### config.mk
export PLATFORM = sky130hd
export DESIGN_NAME = pipeline_run_ctrl
export DESIGN_NICKNAME = d
export VERILOG_FILES = /design/src/rtl/pipeline_run_ctrl.sv
export SDC_FILE = /design/constraint.sdc
export NUM_CORES = 1
export LEC_CHECK = 0
export CORE_MARGIN = 5
export CORE_UTILIZATION = 38
export DETAILED_ROUTE_END_ITERATION = 8
export GPL_ROUTABILITY_DRIVEN = 0
export SLEW_MARGIN = 20
export SYNTH_ARGS = -nofsm -noshare
export SYNTH_HDL_FRONTEND = slang
export SYNTH_SLANG_ARGS = --single-unit
### constraint.sdc
create_clock -name clk -period 3.5 [get_ports clk]
set_input_delay 0.35 -clock clk [delete_from_list [all_inputs] [get_ports clk]]
set_output_delay 0.35 -clock clk [all_outputs]
set_load 0.01 [all_outputs]
### src/rtl/pipeline_run_ctrl.sv
// pipeline_run_ctrl: sequences one pipeline run (reset window, free-run or
// single-step execution, termination on halt/stall/timeout) and counts
// enabled cycles and retired instructions.
//   clk, rst        clock, synchronous active-low reset
//   start, abort    run control (abort wins over start)
//   step_mode, step single-step control (step is edge-detected)
//   halt_in, retire pipeline status, honoured only while core_en=1
//   core_rst_n, core_en  pipeline reset / advance enable
//   cycle_cnt, retire_cnt, busy, done, reason  run status
module pipeline_run_ctrl #(
  parameter int RST_CYCLES = 2,
  parameter int MAX_CYCLES = 2000,
  parameter int IDLE_LIMIT = 64,
  parameter int CNT_W      = 32
) (
  input  logic             clk,
  input  logic             rst,
  input  logic             start,
  input  logic             abort,
  input  logic             step_mode,
  input  logic             step,
  input  logic             halt_in,
  input  logic             retire,
  output logic             core_rst_n,
  output logic             core_en,
  output logic [CNT_W-1:0] cycle_cnt,
  output logic [CNT_W-1:0] retire_cnt,
  output logic             busy,
  output logic             done,
  output logic [1:0]       reason
);

  typedef enum logic [1:0] {IDLE, RESET, RUN, DONE} state_t;

  localparam logic [1:0]  R_NONE    = 2'b00;
  localparam logic [1:0]  R_HALT    = 2'b01;
  localparam logic [1:0]  R_TIMEOUT = 2'b10;
  localparam logic [1:0]  R_STALL   = 2'b11;
  localparam logic [31:0] RST_LAST  = 32'(RST_CYCLES - 1);

  state_t           state_q, state_d;
  logic [31:0]      rcnt_q, rcnt_d;
  logic [CNT_W-1:0] idle_q, idle_d;
  logic [CNT_W-1:0] cyc_d, ret_d, cyc_inc, ret_inc, idle_inc;
  logic [1:0]       reason_d;
  logic             en_d;
  logic             step_q;
  logic             step_rise;

  assign step_rise = step & ~step_q;

  assign core_rst_n = (state_q == RUN) || (state_q == DONE);
  assign busy       = (state_q == RESET) || (state_q == RUN);
  assign done       = (state_q == DONE);

  always_comb begin
    state_d  = state_q;
    rcnt_d   = rcnt_q;
    cyc_d    = cycle_cnt;
    ret_d    = retire_cnt;
    idle_d   = idle_q;
    reason_d = reason;
    cyc_inc  = (cycle_cnt == '1) ? cycle_cnt : cycle_cnt + CNT_W'(1);
    ret_inc  = (retire_cnt == '1) ? retire_cnt : retire_cnt + CNT_W'(1);
    idle_inc = (idle_q == '1) ? idle_q : idle_q + CNT_W'(1);

    if (abort) begin
      state_d  = IDLE;
      rcnt_d   = '0;
      cyc_d    = '0;
      ret_d    = '0;
      idle_d   = '0;
      reason_d = R_NONE;
    end else begin
      case (state_q)
        IDLE, DONE: begin
          if (start) begin
            state_d  = RESET;
            rcnt_d   = '0;
            cyc_d    = '0;
            ret_d    = '0;
            idle_d   = '0;
            reason_d = R_NONE;
          end
        end
        RESET: begin
          if (rcnt_q == RST_LAST) state_d = RUN;
          else                    rcnt_d  = rcnt_q + 32'd1;
        end
        RUN: begin
          if (core_en) begin
            cyc_d  = cyc_inc;
            ret_d  = retire ? ret_inc : retire_cnt;
            idle_d = retire ? '0 : idle_inc;
            // Terminations are judged on the updated counts; halt > stall > timeout.
            if (halt_in) begin
              state_d  = DONE;
              reason_d = R_HALT;
            end else if ((IDLE_LIMIT != 0) && (idle_d == CNT_W'(IDLE_LIMIT))) begin
              state_d  = DONE;
              reason_d = R_STALL;
            end else if (cyc_d == CNT_W'(MAX_CYCLES)) begin
              state_d  = DONE;
              reason_d = R_TIMEOUT;
            end
          end
        end
        default: state_d = IDLE;
      endcase
    end

    // core_en is registered alongside the state so the first RUN cycle is enabled.
    en_d = (state_d == RUN) && (!step_mode || step_rise);
  end

  always_ff @(posedge clk) begin
    if (!rst) begin
      state_q    <= IDLE;
      rcnt_q     <= '0;
      idle_q     <= '0;
      cycle_cnt  <= '0;
      retire_cnt <= '0;
      reason     <= R_NONE;
      core_en    <= 1'b0;
      step_q     <= 1'b0;
    end else begin
      state_q    <= state_d;
      rcnt_q     <= rcnt_d;
      idle_q     <= idle_d;
      cycle_cnt  <= cyc_d;
      retire_cnt <= ret_d;
      reason     <= reason_d;
      core_en    <= en_d;
      step_q     <= step;
    end
  end

endmodule

==> results.sh, run 1 <==
export IMPL_outcome="finished clean"
export IMPL_cts_root_buffer="clkbuf_16"
export IMPL_yosysWarnings=0
export IMPL_holdCritStartpoint="rcnt_q[11]$_SDFFE_PP0P_"
export IMPL_whs_path_depth=2
export IMPL_syn_nets=1077
export IMPL_r2r_start="idle_q[27]$_SDFFE_PP0P_"
export IMPL_fillers=2042
export IMPL_drt_pass1_iter_count=5
export IMPL_p_leak_nw=3.239
export IMPL_slew_violations=0
export IMPL_post_route_period_util_pct=92.10
export IMPL_worstPathRequired_ns=3.83
export IMPL_cts_buffers=17
export IMPL_via_per_inst=5.675
export IMPL_num_vias=8098
export IMPL_critPathMaxStageDelay_ns=0.67
export IMPL_post_route_drc_count=0
export IMPL_hold_end="rcnt_q[11]$_SDFFE_PP0P_"
export IMPL_finalSetupViolCount=0
export IMPL_fin_crit_ns=3.223
export IMPL_max_freq_mhz=310.2
export IMPL_grt_pass1_vias=7612
export IMPL_wirelength_um=24060
export IMPL_r2r_end="state_q[1]$_SDFF_PN0_"
export IMPL_mappedNetlistArea_mm2=0.007945
export IMPL_final_antenna_net_count=0
export IMPL_cts_tree="built"
export IMPL_synth_cell_types=69
export IMPL_grt_first_pass_wirelength_um=39790
export IMPL_arrival_ns=3.55
export IMPL_slowest_stage="or4_1"
export IMPL_diodes=0
export IMPL_start_kind="register"
export IMPL_instances_no_fill=1427
export IMPL_dp_hpwl_um=17140
export IMPL_tightest_slew_ns=0.9337
export IMPL_grt_usage_pct=20.03
export IMPL_vdd_drop_max_mv=0.2808
export IMPL_syn_avg_cell_area_um2=7.495
export IMPL_cts_setup_buffers=0
export IMPL_ctsHoldBuffers=0
export IMPL_die_h_um=154.6
export IMPL_cts_resized=0
export IMPL_multi_input_area_mm2=0.004964
export IMPL_fin_util_pct=48.24
export IMPL_r2r_slack_ns=0.28
export IMPL_wl_per_cell_um=16.86
export IMPL_grt_max_degree=41
export IMPL_hold_path_class="register to register"
export IMPL_worstPathCellList="nand4_1 > or4_1 > o2111ai_2 > or3_1 > a21oi_1 > nor4_2 > nand4_1 > o21ai_2 > a21oi_1 > a211oi_2"
export IMPL_path_buf_inv=0
export IMPL_port_buffers=77
export IMPL_crit_type="register to register"
export IMPL_ys_seq_elements=134
export IMPL_synth_ff_type="dfxtp_1"
export IMPL_clockBufferDepth=2
export IMPL_cap_violations=0
export IMPL_skew_ns=0.008926
export IMPL_area_growth_pct=24.05
export IMPL_grt_antenna_before_repair=0
export IMPL_h_tree_depth=4
export IMPL_grt_overflow=0
export IMPL_synth_edff_count=0
export IMPL_clock_sinks=134
export IMPL_setup_tns_ns=0
export IMPL_start_util_pct=38.89
export IMPL_die_w_um=154.6
export IMPL_hold_violations=0
export IMPL_critical_path_top_delay_family="simple AND/OR/NAND/NOR gates"
export IMPL_end_kind="register"
export IMPL_fp_dieArea_mm2=0.02390
export IMPL_coreArea_mm2=0.02043
export IMPL_seq_area_frac_synth_pct=33.76
export IMPL_max_slew_margin_rel_pct=37.76
export IMPL_reg2reg_depth=10
export IMPL_synthArstFlopShare_pct=0
export IMPL_synth_cells=1060
export IMPL_power_density_mw_per_mm2=361.2
export IMPL_final_nets=1161
export IMPL_path_max_fanout=8
export IMPL_io_pins=78
export IMPL_dp_cells=1395
export IMPL_rsz0062_at_grt="false"
export IMPL_drive_gt1_share_pct=10.80
export IMPL_drtIter0Drc=587
export IMPL_clk_latency_ns=0.42
export IMPL_final_seq_area_mm2=0.002684
export IMPL_row_count=52
export IMPL_path_clk_slew_ns=0.07
logic make-up after synthesis:
group,Yosys count,share of synthesized area (%)
buf+inv,83,4.331
xor+xnor,78,8.598
simple gates,526,33.70
fa+ha+maj,9,1.417
flops,134,33.76
mux,5,0.6299
compound gates,225,17.56
per-stage QoR:
step           setup slack, ns  hold WS (ns)  area, µm²  power, mW
4_1_cts                 0.1239        0.5056       9824      3.592
3_3_place_gp            0.2289        0.4829       9205      1.681
5_1_grt                0.02065        0.5169       9856      3.675
2_1_floorplan           0.5662        0.4625       7945      1.634
6_report                0.2767        0.5077       9856      3.560
3_5_place_dp            0.1634        0.4958       9205      1.681
worst min-delay path, delay by kind of cell, from the launching register on:
kind,cells,cell delay [ns]
AO/OA/AOI/OAI,2,0.13
flip-flops,1,0.33
report_power, final:
part	switching [mW]	internal (mW)
sequential	0.00124	1.53
clock	0.768	1.14
combinational	0.0878	0.0317
per-layer routing:
metal	vias up	share of wire, %	track usage [%]
li1	4000	-	-
met1	3788	48	28.33
met2	274	43	30.07
met3	36	6.9	5.337
met4	0	1.9	5.677
met5	-	0	0
worst max-delay path by stage:
stage               cells after the start  slack [ns]                    end                 startpoint
floorplan                              13        0.57  state_q[0]$_SDFF_PN0_  cycle_cnt[0]$_SDFFE_PP0P_
global placement                       11        0.23  state_q[1]$_SDFF_PN0_  cycle_cnt[0]$_SDFFE_PP0P_
detailed placement                     11        0.16  state_q[0]$_SDFF_PN0_  cycle_cnt[0]$_SDFFE_PP0P_
CTS                                    11        0.12  state_q[0]$_SDFF_PN0_  cycle_cnt[0]$_SDFFE_PP0P_
global route                           10        0.02  state_q[0]$_SDFF_PN0_    idle_q[27]$_SDFFE_PP0P_
finish                                 10        0.28  state_q[1]$_SDFF_PN0_    idle_q[27]$_SDFFE_PP0P_
cells in the final DEF, fill, tap and decap left out, types with 8 or more instances in the layout:
cell type,n
a21oi_1,82
a22oi_1,13
a31oi_1,13
and2_1,9
and3_1,22
and4_1,16
buf_4,57
clkbuf_16,17
clkdlybuf4s50_1,77
dfxtp_1,133
ha_1,9
inv_1,13
nand2_1,111
nand2b_1,8
nand3_1,47
nand4_1,51
nor2_1,150
nor3_1,35
nor4_1,21
o21ai_0,56
or3_1,15
xnor2_1,23
xor2_1,55
cell type report:
class                      count  area share (%)
clock buffer                  18           4.354
clock inverter                14           1.930
inverter                      14          0.5332
multi-input combinational    843           50.36
sequential                   134           27.23
tap                          270           3.428
timing repair buffer         134           12.16
registers in the layout, indices dropped and copies added (netlist names):
signal,count
rcnt_q,32
core_en,1
step_q,1
reason,2
idle_q,32
retire_cnt,32
cycle_cnt,32
state_q,2
Yosys cell counts (3+ instances only):
cell / instances / area share, %
buf_2: 21 / 1.3
xor2_1: 55 / 6.1
o21ai_0: 58 / 3.7
nand2b_1: 9 / 0.71
and4_1: 16 / 1.8
dfxtp_1: 134 / 34
and3_1: 22 / 1.7
o31a_1: 3 / 0.33
nand3_1: 48 / 3.0
a22oi_1: 13 / 1.2
or4_1: 4 / 0.38
nor4_1: 23 / 1.8
a311oi_1: 5 / 0.55
nand3b_1: 5 / 0.47
xnor2_1: 23 / 2.5
or2_2: 5 / 0.39
a31oi_1: 13 / 1.0
o31ai_1: 5 / 0.47
inv_1: 13 / 0.61
nor2b_1: 4 / 0.31
a41oi_1: 4 / 0.44
nand2_1: 111 / 5.2
nand4_1: 51 / 4.0
nor2_1: 151 / 7.1
mux2i_1: 5 / 0.63
a2111oi_0: 4 / 0.44
a21oi_1: 82 / 5.2
nor3_1: 36 / 2.3
and2_1: 9 / 0.71
a211oi_1: 5 / 0.47
ha_1: 9 / 1.4
or3_1: 15 / 1.2
clkbuf_1: 45 / 2.1
nor4_2: 5 / 0.79
(Power assumes the default switching activity.)
==> inputs of run 2 (changes only) <==
--- a/config.mk
+++ b/config.mk
@@ -5,6 +5,7 @@
 export SDC_FILE = /design/constraint.sdc
 export NUM_CORES = 1
 export LEC_CHECK = 0
+export CORE_ASPECT_RATIO = 0.7
 export CORE_MARGIN = 5
 export CORE_UTILIZATION = 38
 export DETAILED_ROUTE_END_ITERATION = 8
==> results.sh, run 2 (same netlist as run 1, synthesis figures left out) <==
export IMPL_outcome="finished clean"
export IMPL_grt_max_degree=40
export IMPL_area_growth_pct=23.32
export IMPL_rsz0062_at_grt="false"
export IMPL_post_route_drc_count=0
export IMPL_fin_ws_ns=0.2504
export IMPL_p_int_mw=2.624
export IMPL_seqPwrFrac_pct=44.6
export IMPL_die_h_um=131.0
export IMPL_whs_path_depth=2
export IMPL_final_common_cell="nor2_1"
export IMPL_final_antenna_net_count=0
export IMPL_fin_crit_ns=3.250
export IMPL_setup_tns_ns=0
export IMPL_dp_hpwl_um=17450
export IMPL_power_frac_clock_pct=51.9
export IMPL_coreArea_mm2=0.02064
export IMPL_place_area_mm2=0.009190
export IMPL_post_route_period_util_pct=92.85
export IMPL_cts_buffers=17
export IMPL_wirelength_um=24470
export IMPL_r2r_end="state_q[0]$_SDFF_PN0_"
export IMPL_wl_per_cell_um=17.13
export IMPL_holdCritStartpoint="idle_q[14]$_SDFFE_PP0P_"
export IMPL_final_area_mm2=0.009798
export IMPL_start_util_pct=38.48
export IMPL_die_w_um=182.8
export IMPL_path_clk_slew_ns=0.06
export IMPL_fillers=2030
export IMPL_hold_violations=0
export IMPL_p_leak_nw=3.229
export IMPL_max_freq_mhz=307.7
export IMPL_drive_gt1_share_pct=10.23
export IMPL_diodes=0
export IMPL_power_density_mw_per_mm2=349.5
export IMPL_clk_latency_ns=0.43
export IMPL_r2r_slack_ns=0.25
export IMPL_finalSetupViolCount=0
export IMPL_clockBufferDepth=2
export IMPL_end_kind="register"
export IMPL_grt_pass1_vias=7372
export IMPL_arrival_ns=3.60
export IMPL_vdd_drop_max_mv=0.3370
export IMPL_crit_type="register to register"
export IMPL_port_buffers=77
export IMPL_row_count=44
export IMPL_pwr_share_comb_pct=3.5
export IMPL_clock_sinks=134
export IMPL_hold_path_class="register to register"
export IMPL_grt_first_pass_wirelength_um=39440
export IMPL_r2r_start="idle_q[7]$_SDFFE_PP0P_"
export IMPL_final_seq_area_mm2=0.002683
export IMPL_cts_root_buffer="clkbuf_16"
export IMPL_grt_usage_pct=20.27
export IMPL_drt_pass1_iter_count=6
export IMPL_tightest_slew_ns=0.8521
export IMPL_h_tree_depth=4
export IMPL_startpoint="idle_q[7]$_SDFFE_PP0P_"
export IMPL_final_cell_mix="nor2_1 (151), dfxtp_1 (134), nand2_1 (111), a21oi_1 (81), clkdlybuf4s50_1 (77)"
export IMPL_via_per_inst=5.742
export IMPL_cts_tree="built"
export IMPL_hold_end="idle_q[14]$_SDFFE_PP0P_"
export IMPL_drtIter0Drc=1037
export IMPL_reg2reg_depth=10
export IMPL_num_vias=8205
export IMPL_fp_dieArea_mm2=0.02395
export IMPL_power_switching_mw=0.8007
export IMPL_max_slew_margin_rel_pct=43.19
export IMPL_worstPathRequired_ns=3.85
export IMPL_skew_ns=0.01012
export IMPL_cap_violations=0
export IMPL_dp_slack_ns=0.06340
export IMPL_final_nets=1158
export IMPL_grt_overflow=0
export IMPL_start_kind="register"
export IMPL_grt_antenna_before_repair=0
export IMPL_multi_input_area_mm2=0.004969
export IMPL_io_pins=78
export IMPL_path_max_fanout=9
export IMPL_swShare_pct=23.38
export IMPL_slew_violations=0
[run 2: how the worst max path moves through the flow]
stage / endpoint / slack (ns) / cells past startpoint
finish: state_q[0]$_SDFF_PN0_ / 0.25 / 10
global route: state_q[1]$_SDFF_PN0_ / 0.01 / 11
CTS: state_q[0]$_SDFF_PN0_ / 0.04 / 11
detailed placement: state_q[0]$_SDFF_PN0_ / 0.06 / 11
global placement: state_q[0]$_SDFF_PN0_ / 0.17 / 12
floorplan: state_q[0]$_SDFF_PN0_ / 0.57 / 13
[run 2: area by class of cell]
type / instances / area share, %
clock buffer: 20 / 4.559
inverter: 14 / 0.5363
tap: 276 / 3.524
clock inverter: 11 / 1.290
multi-input combinational: 843 / 50.71
timing repair buffer: 131 / 12.00
sequential: 134 / 27.38
[run 2: what timing repair did]
action | 4_1_cts | 5_1_grt
hold buffers | 0 | 0
resized for setup | 0 | 7
setup endpoints to repair | 0 | 4
buffers inserted | 0 | 0
[run 2: power by group through the flow]
| stage | logic, mW | registers (mW) | clock network [mW] |
|---|---|---|---|
| 2_1_floorplan | 0.0732 | 1.56 | 0 |
| 3_3_place_gp | 0.121 | 1.56 | 0 |
| 3_5_place_dp | 0.120 | 1.56 | 0 |
| 4_1_cts | 0.120 | 1.53 | 1.82 |
| 5_1_grt | 0.132 | 1.53 | 1.88 |
| 6_report | 0.121 | 1.53 | 1.78 |
[run 2: per-layer routing]
layer  wire (µm)  vias to the layer above  track usage, %  part of all wire, %
met1       12560                     3840           31.71                   51
met2        9395                      331           26.82                   38
met4         343                        0           5.736                  1.4
li1            -                     4008               -                    -
met5           0                        -               0                    0
met3        2171                       26           5.230                  8.9
[run 2: metrics by stage]
stage | total power [mW] | utilization, % | hold slack (ns) | std cells
2_1_floorplan | 1.634 | - | 0.4625 | 1060
3_3_place_gp | 1.682 | 44.52 | 0.4857 | 1398
3_5_place_dp | 1.681 | 44.52 | 0.4977 | 1398
4_1_cts | 3.468 | 47.29 | 0.5037 | 1429
5_1_grt | 3.539 | 47.46 | 0.5234 | 1429
6_report | 3.425 | 47.46 | 0.5093 | 1429
[run 2: critical path, cell delays in order, from the launching register on]
cell and delay, ns:
dfxtp_1 0.47, nand4_1 0.37, nor4_4 0.48, o2111ai_2 0.28
o21ai_0 0.24, a21oi_1 0.13, nor4_2 0.38, nand4_1 0.23
o21ai_2 0.24, a31o_1 0.19, nor3b_2 0.14
==> inputs of run 3 (changes only) <==
--- a/config.mk
+++ b/config.mk
@@ -7,9 +7,11 @@
 export LEC_CHECK = 0
 export CORE_ASPECT_RATIO = 0.7
 export CORE_MARGIN = 5
-export CORE_UTILIZATION = 38
+export CORE_UTILIZATION = 45
 export DETAILED_ROUTE_END_ITERATION = 8
 export GPL_ROUTABILITY_DRIVEN = 0
+export PLACE_DENSITY = 0.65
+export SKIP_CTS_REPAIR_TIMING = 1
 export SLEW_MARGIN = 20
 export SYNTH_ARGS = -nofsm -noshare
 export SYNTH_HDL_FRONTEND = slang
==> constraint.sdc (replaced) <==
create_clock -name clk -period 3.5 [get_ports clk]
set_input_delay 0.35 -clock clk [delete_from_list [all_inputs] [get_ports clk]]
set_output_delay 0.35 -clock clk [all_outputs]
set_load 0.1 [all_outputs]
==> results.sh, run 3 (same netlist as run 1, synthesis figures left out) <==
export IMPL_outcome="finished clean"
export IMPL_port_buffers=77
export IMPL_cts_root_buffer="clkbuf_16"
export IMPL_post_route_period_util_pct=91.20
export IMPL_final_common_cell="nor2_1"
export IMPL_power_density_mw_per_mm2=346.4
export IMPL_max_freq_mhz=313.3
export IMPL_num_vias=8175
export IMPL_grt_pass1_vias=7293
export IMPL_final_nets=1146
export IMPL_grt_max_degree=38
export IMPL_crit_type="register to register"
export IMPL_coreArea_mm2=0.01727
export IMPL_clockBufferDepth=2
export IMPL_grt_antenna_before_repair=0
export IMPL_cts_tree="built"
export IMPL_hold_path_class="register to register"
export IMPL_fp_dieArea_mm2=0.02046
export IMPL_top_usage_layer="met1"
export IMPL_wl_per_cell_um=17.20
export IMPL_met3_usage_pct=5.047
export IMPL_row_count=40
export IMPL_area_growth_pct=21.26
export IMPL_grt_first_pass_wirelength_um=39070
export IMPL_final_antenna_net_count=0
export IMPL_grt_use_met1_pct=35.83
export IMPL_fin_ws_ns=0.3081
export IMPL_end_kind="register"
export IMPL_wirelength_um=23620
export IMPL_grt_overflow=0
export IMPL_drt_pass1_iter_count=6
export IMPL_worstPathRequired_ns=3.85
export IMPL_rsz0062_at_grt="false"
export IMPL_p_leak_nw=3.131
export IMPL_fin_crit_ns=3.192
export IMPL_drive_gt1_share_pct=10.86
export IMPL_diodes=0
export IMPL_via_per_inst=5.954
export IMPL_vdd_drop_max_mv=0.2682
export IMPL_die_w_um=168.8
export IMPL_setup_tns_ns=0
export IMPL_clock_sinks=134
export IMPL_grt_usage_pct=23.18
export IMPL_clk_latency_ns=0.43
export IMPL_post_route_drc_count=0
export IMPL_skew_ns=0.01201
export IMPL_start_util_pct=46.01
export IMPL_max_slew_margin_rel_pct=27.92
export IMPL_path_max_fanout=7
export IMPL_cts_buffers=17
export IMPL_die_h_um=121.2
export IMPL_drtIter0Drc=956
export IMPL_dp_slack_ns=0.1753
export IMPL_h_tree_depth=4
export IMPL_finalSetupViolCount=0
export IMPL_tightest_slew_ns=1.078
export IMPL_slew_violations=0
export IMPL_cap_violations=0
export IMPL_dp_hpwl_um=16820
export IMPL_path_clk_slew_ns=0.06
export IMPL_arrival_ns=3.54
export IMPL_hold_violations=0
export IMPL_io_pins=78
export IMPL_final_cell_mix="nor2_1 (151), dfxtp_1 (121), nand2_1 (111), a21oi_1 (82), clkdlybuf4s50_1 (75)"
export IMPL_start_kind="register"
export IMPL_use_met2_pct=32.24
## run 3: worst paths after layout
| path | to | slack, ns | cells after the start | from |
|---|---|---|---|---|
| max | state_q[0]$_SDFF_PN0_ | 0.31 | 10 | idle_q[8]$_SDFFE_PP0P_ |
| min | idle_q[14]$_SDFFE_PP0P_ | 0.51 | 2 | idle_q[14]$_SDFFE_PP0P_ |
| max reg2reg | state_q[0]$_SDFF_PN0_ | 0.31 | 10 | idle_q[8]$_SDFFE_PP0P_ |
| min reg2reg | idle_q[14]$_SDFFE_PP0P_ | 0.51 | 2 | idle_q[14]$_SDFFE_PP0P_ |
## run 3: worst max-delay path, cell delays in order, from the launching register on
cell       delay [ns]
dfxtp_1          0.44
nand4_1          0.35
nor4_2           0.58
o2111ai_2        0.31
nor2_1           0.25
a31oi_1          0.12
nor4_1           0.26
nand4_1          0.21
o21ai_2          0.24
a31o_1           0.20
nor3b_2          0.15
## run 3: power breakdown
group / switching [mW] / total, mW / leakage (nW) / internal [mW]
sequential: 0.00117 / 1.53 / 1.09 / 1.53
clock: 0.760 / 1.68 / 0.255 / 0.924
combinational: 0.0928 / 0.125 / 1.79 / 0.0326
## run 3: stage by stage
stage / hold WS (ns) / util, % / power [mW] / instance area (µm²) / cells
after floorplan: 0.4625 / - / 1.638 / 7959 / 1060
after global placement: 0.4834 / 52.43 / 1.685 / 9052 / 1341
after detailed placement: 0.4896 / 52.43 / 1.684 / 9052 / 1341
after CTS: 0.4986 / 55.61 / 3.357 / 9602 / 1373
after global routing: 0.5150 / 55.80 / 3.434 / 9634 / 1373
final: 0.5058 / 55.80 / 3.337 / 9634 / 1373
## run 3: layout make-up
type                    instances  area, µm²
fillers                      1641       7632
clock buffers                  18      429.2
well taps                     231      289.0
flip-flops and latches        134       2699
repair buffers                119       1081
clock inverters                14      120.1
multi-input cells             843       4964
inverters                      14      52.55
## run 3: layer usage
layer  vias to the layer above  part of all wire (%)
li1                       3995                     -
met5                         -                     0
met3                        20                   8.7
met1                      3795                    50
met2                       365                    40
met4                         0                   1.0
